===== src/rtl/evr_pkg.sv =====
// Shared event-receiver definitions: code width, reserved codes and decoder FSM states.
package evr_pkg;

  localparam int EVR_CODE_WIDTH  = 8;
  localparam int EVR_TABLE_DEPTH = 1 << EVR_CODE_WIDTH;

  typedef logic [EVR_CODE_WIDTH-1:0] evr_code_t;

  localparam evr_code_t EVR_CODE_NULL              = 8'h00;
  localparam evr_code_t EVR_CODE_HEARTBEAT_DEFAULT = 8'h7A;

  typedef enum logic {
    S_INIT,
    S_RUN
  } dec_state_t;

endpackage


===== src/rtl/evr_trigger_decoder_if.sv =====
// Event/config/trigger bundle between the EVR front end and the trigger decoder.
// forceTrigger exists only when EVR_TRIGGER_FORCE_EN is defined.
interface evr_trigger_decoder_if
  import evr_pkg::*;
#(
  parameter int NUM_TRIGGERS = 8
);
  evr_code_t               evrCode;
  logic                    evrCodeValid;
  logic                    cfgWrite;
  evr_code_t               cfgAddress;
  logic [NUM_TRIGGERS-1:0] cfgData;
  logic                    cfgReady;
  logic [NUM_TRIGGERS-1:0] triggerStrobe;
  logic                    evrHBstrobe;
  logic                    hbMissing;
`ifdef EVR_TRIGGER_FORCE_EN
  logic [NUM_TRIGGERS-1:0] forceTrigger;

  modport master (
    output evrCode, evrCodeValid, cfgWrite, cfgAddress, cfgData, forceTrigger,
    input  cfgReady, triggerStrobe, evrHBstrobe, hbMissing
  );
  modport slave (
    input  evrCode, evrCodeValid, cfgWrite, cfgAddress, cfgData, forceTrigger,
    output cfgReady, triggerStrobe, evrHBstrobe, hbMissing
  );
`else
  modport master (
    output evrCode, evrCodeValid, cfgWrite, cfgAddress, cfgData,
    input  cfgReady, triggerStrobe, evrHBstrobe, hbMissing
  );
  modport slave (
    input  evrCode, evrCodeValid, cfgWrite, cfgAddress, cfgData,
    output cfgReady, triggerStrobe, evrHBstrobe, hbMissing
  );
`endif
endinterface


===== src/rtl/evr_hb_watchdog.sv =====
// Heartbeat watchdog: saturating cycle counter cleared by each heartbeat; missing
// flag is raised when the count reaches TIMEOUT_CYCLES and held until the next heartbeat.
module evr_hb_watchdog #(
  parameter int TIMEOUT_CYCLES = 125000000,
  parameter int COUNT_WIDTH    = 28
) (
  input  logic clk,
  input  logic rst_n,
  input  logic hb_i,
  output logic missing_o
);

  localparam logic [COUNT_WIDTH-1:0] LIMIT = COUNT_WIDTH'(TIMEOUT_CYCLES);

  logic [COUNT_WIDTH-1:0] cnt_q, cnt_d;
  logic                   missing_q, missing_d;

  always_comb begin
    cnt_d     = cnt_q;
    missing_d = missing_q;
    if (hb_i) begin
      cnt_d     = '0;
      missing_d = 1'b0;
    end else begin
      if (cnt_q != LIMIT) cnt_d = cnt_q + COUNT_WIDTH'(1);
      if (cnt_d == LIMIT) missing_d = 1'b1;
    end
  end

  always_ff @(posedge clk or negedge rst_n) begin
    if (!rst_n) begin
      cnt_q     <= '0;
      missing_q <= 1'b0;
    end else begin
      cnt_q     <= cnt_d;
      missing_q <= missing_d;
    end
  end

  assign missing_o = missing_q;

endmodule


===== src/rtl/evr_trigger_decoder.sv =====
// Event-code to trigger-strobe decoder: 256-entry mask table, 2-stage lookup, heartbeat watchdog.
// Optional EVR_TRIGGER_FORCE_EN adds a forceTrigger input ORed into the strobes.
module evr_trigger_decoder
  import evr_pkg::*;
#(
  parameter int        NUM_TRIGGERS      = 8,
  parameter evr_code_t HEARTBEAT_CODE    = EVR_CODE_HEARTBEAT_DEFAULT,
  parameter int        HB_TIMEOUT_CYCLES = 125000000,
  parameter int        HB_COUNT_WIDTH    = 28
) (
  input logic                   evrClk,
  input logic                   evrRst_n,
  evr_trigger_decoder_if.slave  bus
);

  typedef logic [NUM_TRIGGERS-1:0] mask_t;

  mask_t      table_mem [EVR_TABLE_DEPTH];
  dec_state_t state_q, state_d;
  evr_code_t  init_addr_q, init_addr_d;
  logic       tbl_we;
  evr_code_t  tbl_waddr;
  mask_t      tbl_wdata;
  mask_t      tbl_rd_p1;
  logic       vld_p1_q, vld_p1_d;
  logic       hb_p1_q, hb_p1_d;
  mask_t      force_p1_q, force_p1_d;
  mask_t      strobe_p2_q, strobe_p2_d;
  logic       hb_p2_q, hb_p2_d;
  logic       hb_missing;

  // Table sequencing: INIT sweeps every entry to zero before software may write.
  always_comb begin
    state_d     = state_q;
    init_addr_d = init_addr_q;
    tbl_we      = 1'b0;
    tbl_waddr   = bus.cfgAddress;
    tbl_wdata   = bus.cfgData;
    case (state_q)
      S_INIT: begin
        tbl_we      = 1'b1;
        tbl_waddr   = init_addr_q;
        tbl_wdata   = '0;
        init_addr_d = init_addr_q + evr_code_t'(1);
        if (init_addr_q == '1) state_d = S_RUN;
      end
      S_RUN:   tbl_we = bus.cfgWrite;
      default: state_d = S_INIT;
    endcase
  end

  // Stage 1: qualify the incoming code; the table read happens alongside.
  always_comb begin
    vld_p1_d = bus.evrCodeValid && (state_q == S_RUN) && (bus.evrCode != EVR_CODE_NULL);
    hb_p1_d  = bus.evrCodeValid && (bus.evrCode == HEARTBEAT_CODE);
`ifdef EVR_TRIGGER_FORCE_EN
    force_p1_d = bus.forceTrigger;
`else
    force_p1_d = '0;
`endif
  end

  // Stage 2: gate the looked-up mask.
  always_comb begin
    strobe_p2_d = (tbl_rd_p1 & {NUM_TRIGGERS{vld_p1_q}}) | force_p1_q;
    hb_p2_d     = hb_p1_q;
  end

  // Read-first RAM: a same-address write in the lookup cycle is not visible until the next read.
  always_ff @(posedge evrClk) begin
    if (tbl_we) table_mem[tbl_waddr] <= tbl_wdata;
    tbl_rd_p1 <= table_mem[bus.evrCode];
  end

  always_ff @(posedge evrClk or negedge evrRst_n) begin
    if (!evrRst_n) begin
      state_q     <= S_INIT;
      init_addr_q <= '0;
      vld_p1_q    <= 1'b0;
      hb_p1_q     <= 1'b0;
      force_p1_q  <= '0;
      strobe_p2_q <= '0;
      hb_p2_q     <= 1'b0;
    end else begin
      state_q     <= state_d;
      init_addr_q <= init_addr_d;
      vld_p1_q    <= vld_p1_d;
      hb_p1_q     <= hb_p1_d;
      force_p1_q  <= force_p1_d;
      strobe_p2_q <= strobe_p2_d;
      hb_p2_q     <= hb_p2_d;
    end
  end

  // Fed from stage 1 so the flag drops in the same cycle evrHBstrobe rises.
  evr_hb_watchdog #(
    .TIMEOUT_CYCLES (HB_TIMEOUT_CYCLES),
    .COUNT_WIDTH    (HB_COUNT_WIDTH)
  ) u_hb_watchdog (
    .clk       (evrClk),
    .rst_n     (evrRst_n),
    .hb_i      (hb_p1_q),
    .missing_o (hb_missing)
  );

  assign bus.cfgReady      = (state_q == S_RUN);
  assign bus.triggerStrobe = strobe_p2_q;
  assign bus.evrHBstrobe   = hb_p2_q;
  assign bus.hbMissing     = hb_missing;

endmodule


===== src/flat_wrapper.sv =====
// flat-port wrapper written by rule: the top's interface ports become plain ports
module evr_trigger_decoder_flat import evr_pkg::*;
#(
  parameter int        NUM_TRIGGERS      = 8,
  parameter evr_code_t HEARTBEAT_CODE    = EVR_CODE_HEARTBEAT_DEFAULT,
  parameter int        HB_TIMEOUT_CYCLES = 125000000,
  parameter int        HB_COUNT_WIDTH    = 28
)
  (evrClk, evrRst_n, bus_evrCode, bus_evrCodeValid, bus_cfgWrite, bus_cfgAddress, bus_cfgData, bus_cfgReady, bus_triggerStrobe, bus_evrHBstrobe, bus_hbMissing);
  evr_trigger_decoder_if #(.NUM_TRIGGERS(NUM_TRIGGERS)) bus_i ();
  input logic evrClk;
  input logic evrRst_n;
  input wire logic [$bits(bus_i.evrCode)-1:0] bus_evrCode;
  input wire logic [$bits(bus_i.evrCodeValid)-1:0] bus_evrCodeValid;
  input wire logic [$bits(bus_i.cfgWrite)-1:0] bus_cfgWrite;
  input wire logic [$bits(bus_i.cfgAddress)-1:0] bus_cfgAddress;
  input wire logic [$bits(bus_i.cfgData)-1:0] bus_cfgData;
  output wire logic [$bits(bus_i.cfgReady)-1:0] bus_cfgReady;
  output wire logic [$bits(bus_i.triggerStrobe)-1:0] bus_triggerStrobe;
  output wire logic [$bits(bus_i.evrHBstrobe)-1:0] bus_evrHBstrobe;
  output wire logic [$bits(bus_i.hbMissing)-1:0] bus_hbMissing;
  assign bus_i.evrCode = bus_evrCode;
  assign bus_i.evrCodeValid = bus_evrCodeValid;
  assign bus_i.cfgWrite = bus_cfgWrite;
  assign bus_i.cfgAddress = bus_cfgAddress;
  assign bus_i.cfgData = bus_cfgData;
  assign bus_cfgReady = bus_i.cfgReady;
  assign bus_triggerStrobe = bus_i.triggerStrobe;
  assign bus_evrHBstrobe = bus_i.evrHBstrobe;
  assign bus_hbMissing = bus_i.hbMissing;
  evr_trigger_decoder #(.NUM_TRIGGERS(NUM_TRIGGERS), .HEARTBEAT_CODE(HEARTBEAT_CODE), .HB_TIMEOUT_CYCLES(HB_TIMEOUT_CYCLES), .HB_COUNT_WIDTH(HB_COUNT_WIDTH)) u_core (.evrClk(evrClk), .evrRst_n(evrRst_n), .bus(bus_i));
endmodule

===== config.mk =====
export PLATFORM = sky130hd
export DESIGN_NAME = evr_trigger_decoder_flat
export DESIGN_NICKNAME = d
export VERILOG_FILES = /design/src/rtl/evr_pkg.sv /design/src/rtl/evr_trigger_decoder_if.sv /design/src/rtl/evr_hb_watchdog.sv /design/src/rtl/evr_trigger_decoder.sv /design/src/flat_wrapper.sv
export SDC_FILE = /design/constraint.sdc
export NUM_CORES = 2
export LEC_CHECK = 0
export CORE_MARGIN = 4
export CORE_UTILIZATION = 39
export CTS_CLUSTER_DIAMETER = 30
export DETAILED_ROUTE_END_ITERATION = 12
export PLACE_DENSITY = 0.58
export SYNTH_ARGS = -nofsm -noshare
export SYNTH_HDL_FRONTEND = slang
export SYNTH_SLANG_ARGS = --single-unit

===== constraint.sdc =====
create_clock -name evrClk -period 6.3 [get_ports evrClk]
set_input_delay 1.89 -clock evrClk [delete_from_list [all_inputs] [get_ports evrClk]]
set_output_delay 1.89 -clock evrClk [all_outputs]
set_load 0.01 [all_outputs]

; ---- After elaboration in Yosys (flattened, before gate mapping)
; Memories as Yosys holds them, arrays and structs flattened. A register that Yosys moved wholly into a read port is not among the register bits.
; Index checks and enable logic that the tools add are counted.
[word_totals]
output_inout_bits = 11
ff_bits = 49
memories = 1
input_bits = 28
mem_bits_rw = 2048
[memory_table]
columns = memory, words, width, rd, rd_ports_with_merged_regs, wr, line_no
row1 = u_core.table_mem, 256, 8, 1, 1, 1, evr_trigger_decoder.sv:18  ; mask_t table_mem [EVR_TABLE_DEPTH];
[classes]
n_eq_ne = 4
bitwise_logic = 2
n_mux = 12
n_reduce_logical = 5
n_addsub = 2
[op_table]
columns = cell, count
row1 = $mux 28, 3
row2 = $add 28x1->28 const B, 1
row3 = $eq 28x27->1 const B, 1
row4 = $ne 28x27->1 const B, 1
row5 = $mux 8, 2
row6 = $add 8x1->8 const B, 1
row7 = $and 8x8->8, 1
row8 = $eq 8x7->1 const B, 1
row9 = $eq 8x8->1 const B, 1
row10 = $reduce_bool 8->1, 1
row11 = $mux 1, 6
row12 = $logic_and 1x1->1, 3
row13 = $pmux 1 s2, 1
row14 = $reduce_bool 2->1, 1
row15 = $not 1->1, 1

; ---- Logic depth before layout (Yosys ltp)
[depth]
depth_word = 6
ltp_mapped = 12
ltp_nobuf = 9

; ---- By module
; A second synthesis with hierarchy kept.
[unflattened]
hier_cells = 3983
hier_area_um2 = 82628.0
[by_module_without_submodules]
columns = mod, instances, cells_each, area_each_um2
row1 = evr_trigger_decoder, 1, 3764, 80733.7
row2 = evr_hb_watchdog, 1, 219, 1894.3

; ---- Least setup slack after synthesis
; OpenSTA, ideal clock, no wires.
[synth_path]
kind = input-to-reg
start = input bus_cfgData[0]
end = memory u_core.table_mem[0][0] in the netlist's numbering, data pin
t_arrival_ns = 5.117
n_path_buf = 0
t_required_ns = 5.433
setup_slack_ns = 0.316
path_stages = 1
path_cell_list = and2_1
[synth_via]
elab_chain_len = 1
[synth_rtl]
columns = element, line_no
row1 = "start, declared", flat_wrapper.sv:17  ; input wire logic [$bits(bus_i.cfgData)-1:0] bus_cfgData;
row2 = $mux 8, evr_trigger_decoder.sv:39  ; case (state_q)
row3 = "end, declared", evr_trigger_decoder.sv:18
; Every way passes these cells.

==> results by group <==
Timing
  – RSZ-0062 raised after global routing: false
  – Fmax: roughly 0.22 GHz
  – Setup violators final: 0
  – Clock Skew: 0.06278 ns
  – Worst-Margin Slew: 1.399 ns
  – Minimum clock period: 4.648 ns
  – Relative slew slack: under 10%
  – Fin. Hold Viols: 0
  – Period utilization: 73.78%
  – PnR worst setup slack: 1.652 ns
  – Slew Limit Fails: 0
  – Final TNS setup: 0 ns

Critical path
  – Slowest CP cell: or3_1
  – CP top delay family: simple AND/OR/NAND/NOR gates
  – Worst Path Max Fanout: 12
  – Slowest cell delay on critical path: around 0.9 ns
  – R2R depth: 4
  – Crit Path Class: in -> reg
  – CP endpoint kind: flip-flop
  – CP Data Arrival Time: 5.45 ns
  – WP depth: 9
  – Cell mode on critical path: a21oi_1
  – Worst path cell trace: clkdlybuf4s50_1, buf_4, or3_1, a21oi_1, o211ai_1, nand4_1, nor3_1, a21oi_1, o31a_1
  – CP Launch Type: input port
  – Worst endpoint required time: around 7.1 ns
  – Worst Path Buf+Inv: 2

Drt
  – DRT antenna net count: 0
  – Initial DRC count: 5467
  – Via count: 42810
  – DR WL/cell: 30.12 um
  – Post-route DRC: 0
  – Final WL: 228400 um
  – Pre-antenna DRT Iters: 6
  – DR vias/cell: roughly 5.6

Clocking
  – CTS resizes: 0
  – CTS tree: done
  – Clock H-tree levels: 5
  – CTS Buf Count: 408
  – Clk sinks: 2105
  – Root Buffer: clkbuf_16
  – CTS Hold Bufs: 0
  – Clk buf depth: 4
  – Postcts setup bufs: 0
  – Clk Latency, worst-skew pair: 0.93 ns
  – Clk slew on worst S/H paths: 0.05 ns

Die
  – Initial core utilization: 39.22%
  – Die Span Y: around 470 um
  – Core Box Area: roughly 210000 um2
  – Io pins: 39
  – Die area: 218400 um2
  – Placement Rows: 168
  – Die Width: between 400 and 500 um

Placement
  – Post-detail-place hpwl: 137700 um
  – I/O Buffers: 38
  – Placer congestion estimate: roughly 0.84
  – Dpl cells: 6843
  – Setup WS pre-CTS: 0.7865 ns

Synth
  – Yosys warning total: 0
  – Commonest cells in the netlist: edfxtp_1, mux4_2, nor2_1
  – Post-Synthesis Cells: about 4000
  – Post-synthesis sequential area ratio: 76.43%
  – Post-synth EDFFs: a little over 2000
  – Net Count, Synth: 4019
  – Share of the synthesized area in the top cell type: 74.75%
  – Post-synth cell types: between 70 and 80
  – Synth area leader: edfxtp_1
  – Prevailing post-synth register cell: edfxtp_1
  – Async SR Flop Fraction: 2.328%
  – Seq cells post-synth: approximately 2100
  – Dominant cells by area after synthesis: edfxtp_1, mux4_2, mux2i_1
  – Count leader, synth: edfxtp_1
  – Synth Area per Inst: 20.63 um2
  – Post-Syn Area: 82280 um2

Layout
  – Fraction of layout cells with a size suffix above 1: 29.68%
  – Final std cells w/o fill: 7584
  – Synthesis-to-finish area growth: 22.24%
  – Net count, final: ~4500

Global routing
  – Global-route wire length before repair: 324100 um
  – Overflow after GRT: 0
  – GR Util All Layers: around a fifth
  – Largest net degree at the start of global routing: 161
  – Vias in the first global route: 43130
  – Initial antenna violation count: 11

Run status
  – Outcome: complete, no violations

Power and ir drop
  – Peak VDD IR: 261.3 uV
  – Static Leak: 0.02778 uW
  – Power per cell area: 367.0 nW/um2

Hold path
  – Worst hold path depth: 2
  – Min-Delay Path Class: reg -> reg

Flow run
  – MaxCap Viol Count: 0
==> cell families after synthesis <==
| family | Yosys count | synth area share (%) |
|---|---|---|
| AND/OR/NAND/NOR | 607 | 3.282 |
| XOR/XNOR | 36 | 0.3832 |
| buffers and inverters | 248 | 1.667 |
| flip-flops | 2105 | 76.43 |
| multiplexers | 688 | 15.58 |
| adder cells (fa/ha/maj) | 3 | 0.04563 |
| AO/OA/AOI/OAI | 301 | 2.610 |
==> where the power goes <==
| part | total, uW | leakage (uW) | switching (uW) | internal, uW |
|---|---|---|---|---|
| logic | 854 | 0.00647 | 539 | 315 |
| registers | 15200 | 0.0149 | 50.1 | 15200 |
| clock network | 20800 | 0.00645 | 7170 | 13700 |
==> final timing paths <==
check	start	endpoint	slack, ns
worst max-delay path	bus_evrCode[5]	u_core.tbl_rd_p1[6]$_DFF_P_	1.65
worst min register to register	u_core.u_hb_watchdog.missing_o$_DFFE_PN0P_	u_core.u_hb_watchdog.missing_o$_DFFE_PN0P_	0.52
worst max register to register	u_core.bus.cfgReady$_DFF_PN0_	u_core.table_mem[70][1]$_DFFE_PP_	2.26
worst min-delay path	u_core.u_hb_watchdog.missing_o$_DFFE_PN0P_	u_core.u_hb_watchdog.missing_o$_DFFE_PN0P_	0.52
max in group asynchronous	evrRst_n	u_core.bus.cfgReady$_DFF_PN0_	4.62
min in group asynchronous	evrRst_n	u_core.hb_p1_q$_DFF_PN0_	1.11
==> worst register-to-register path: stages (launching register included) <==
cell	delay, ns
dfrtp_1	0.50
buf_4	0.30
o32ai_2	1.14
nand2_1	0.85
nor2_1	0.87
==> layer usage <==
metal  GRT usage (%)  up-vias  wire length (um)
li1                -    17610                 -
met1           28.51    22710             92690
met2           31.75     2059            106200
met3           5.869      427             21450
met4           7.895        4              8042
met5               0        -                17
==> final cells by class <==
class / instances / area (um2)
Antenna cell: 4 / 10.01
Fill cell: 17230 / 109200
Clock inverter: 271 / 2721
Sequential cell: 2105 / 62890
Tap cell: 2805 / 3510
Timing Repair Buffer: 277 / 2594
Clock buffer: 466 / 10620
Inverter: 21 / 78.83
Multi-Input combinational cell: 1635 / 18160
==> stage by stage <==
step / util (%) / cell area [um2] / hold WS [ns] / total power (uW)
after floorplan: - / 82280 / 0.3728 / 16020
after global placement: 41.58 / 87220 / 0.5174 / 16350
after detailed placement: 41.58 / 87220 / 0.5225 / 16350
after CTS: 47.94 / 100600 / 0.5346 / 37160
after global routing: 47.94 / 100600 / 0.5360 / 37950
final: 47.94 / 100600 / 0.5159 / 36910
==> flip-flops by register name, summed over array words and instances (netlist names) <==
name                            count
u_core.bus.cfgReady                 1
u_core.tbl_rd_p1                    8
u_core.u_hb_watchdog.cnt_q         28
u_core.u_hb_watchdog.missing_o      1
u_core.bus.evrHBstrobe              1
u_core.hb_p1_q                      1
u_core.table_mem                 2048
u_core.bus.triggerStrobe            8
u_core.init_addr_q                  8
u_core.vld_p1_q                     1
==> cells in the final DEF, fill, tap and decap left out, types with 43 or more instances in the layout <==
master / synthesis / layout
nor2_1: 316 / 313
dfrtp_1: 49 / 49
clkbuf_16: 0 / 414
mux4_2: 474 / 474
a21oi_1: 48 / 48
mux2i_1: 212 / 212
edfxtp_1: 2048 / 2048
clkinv_2: 0 / 63
clkinv_1: 2 / 43
a22oi_1: 111 / 111
buf_4: 30 / 207
nand2_1: 112 / 100
clkbuf_1: 70 / 46
nand3_1: 60 / 60
Power figures use the tool's default switching activity.
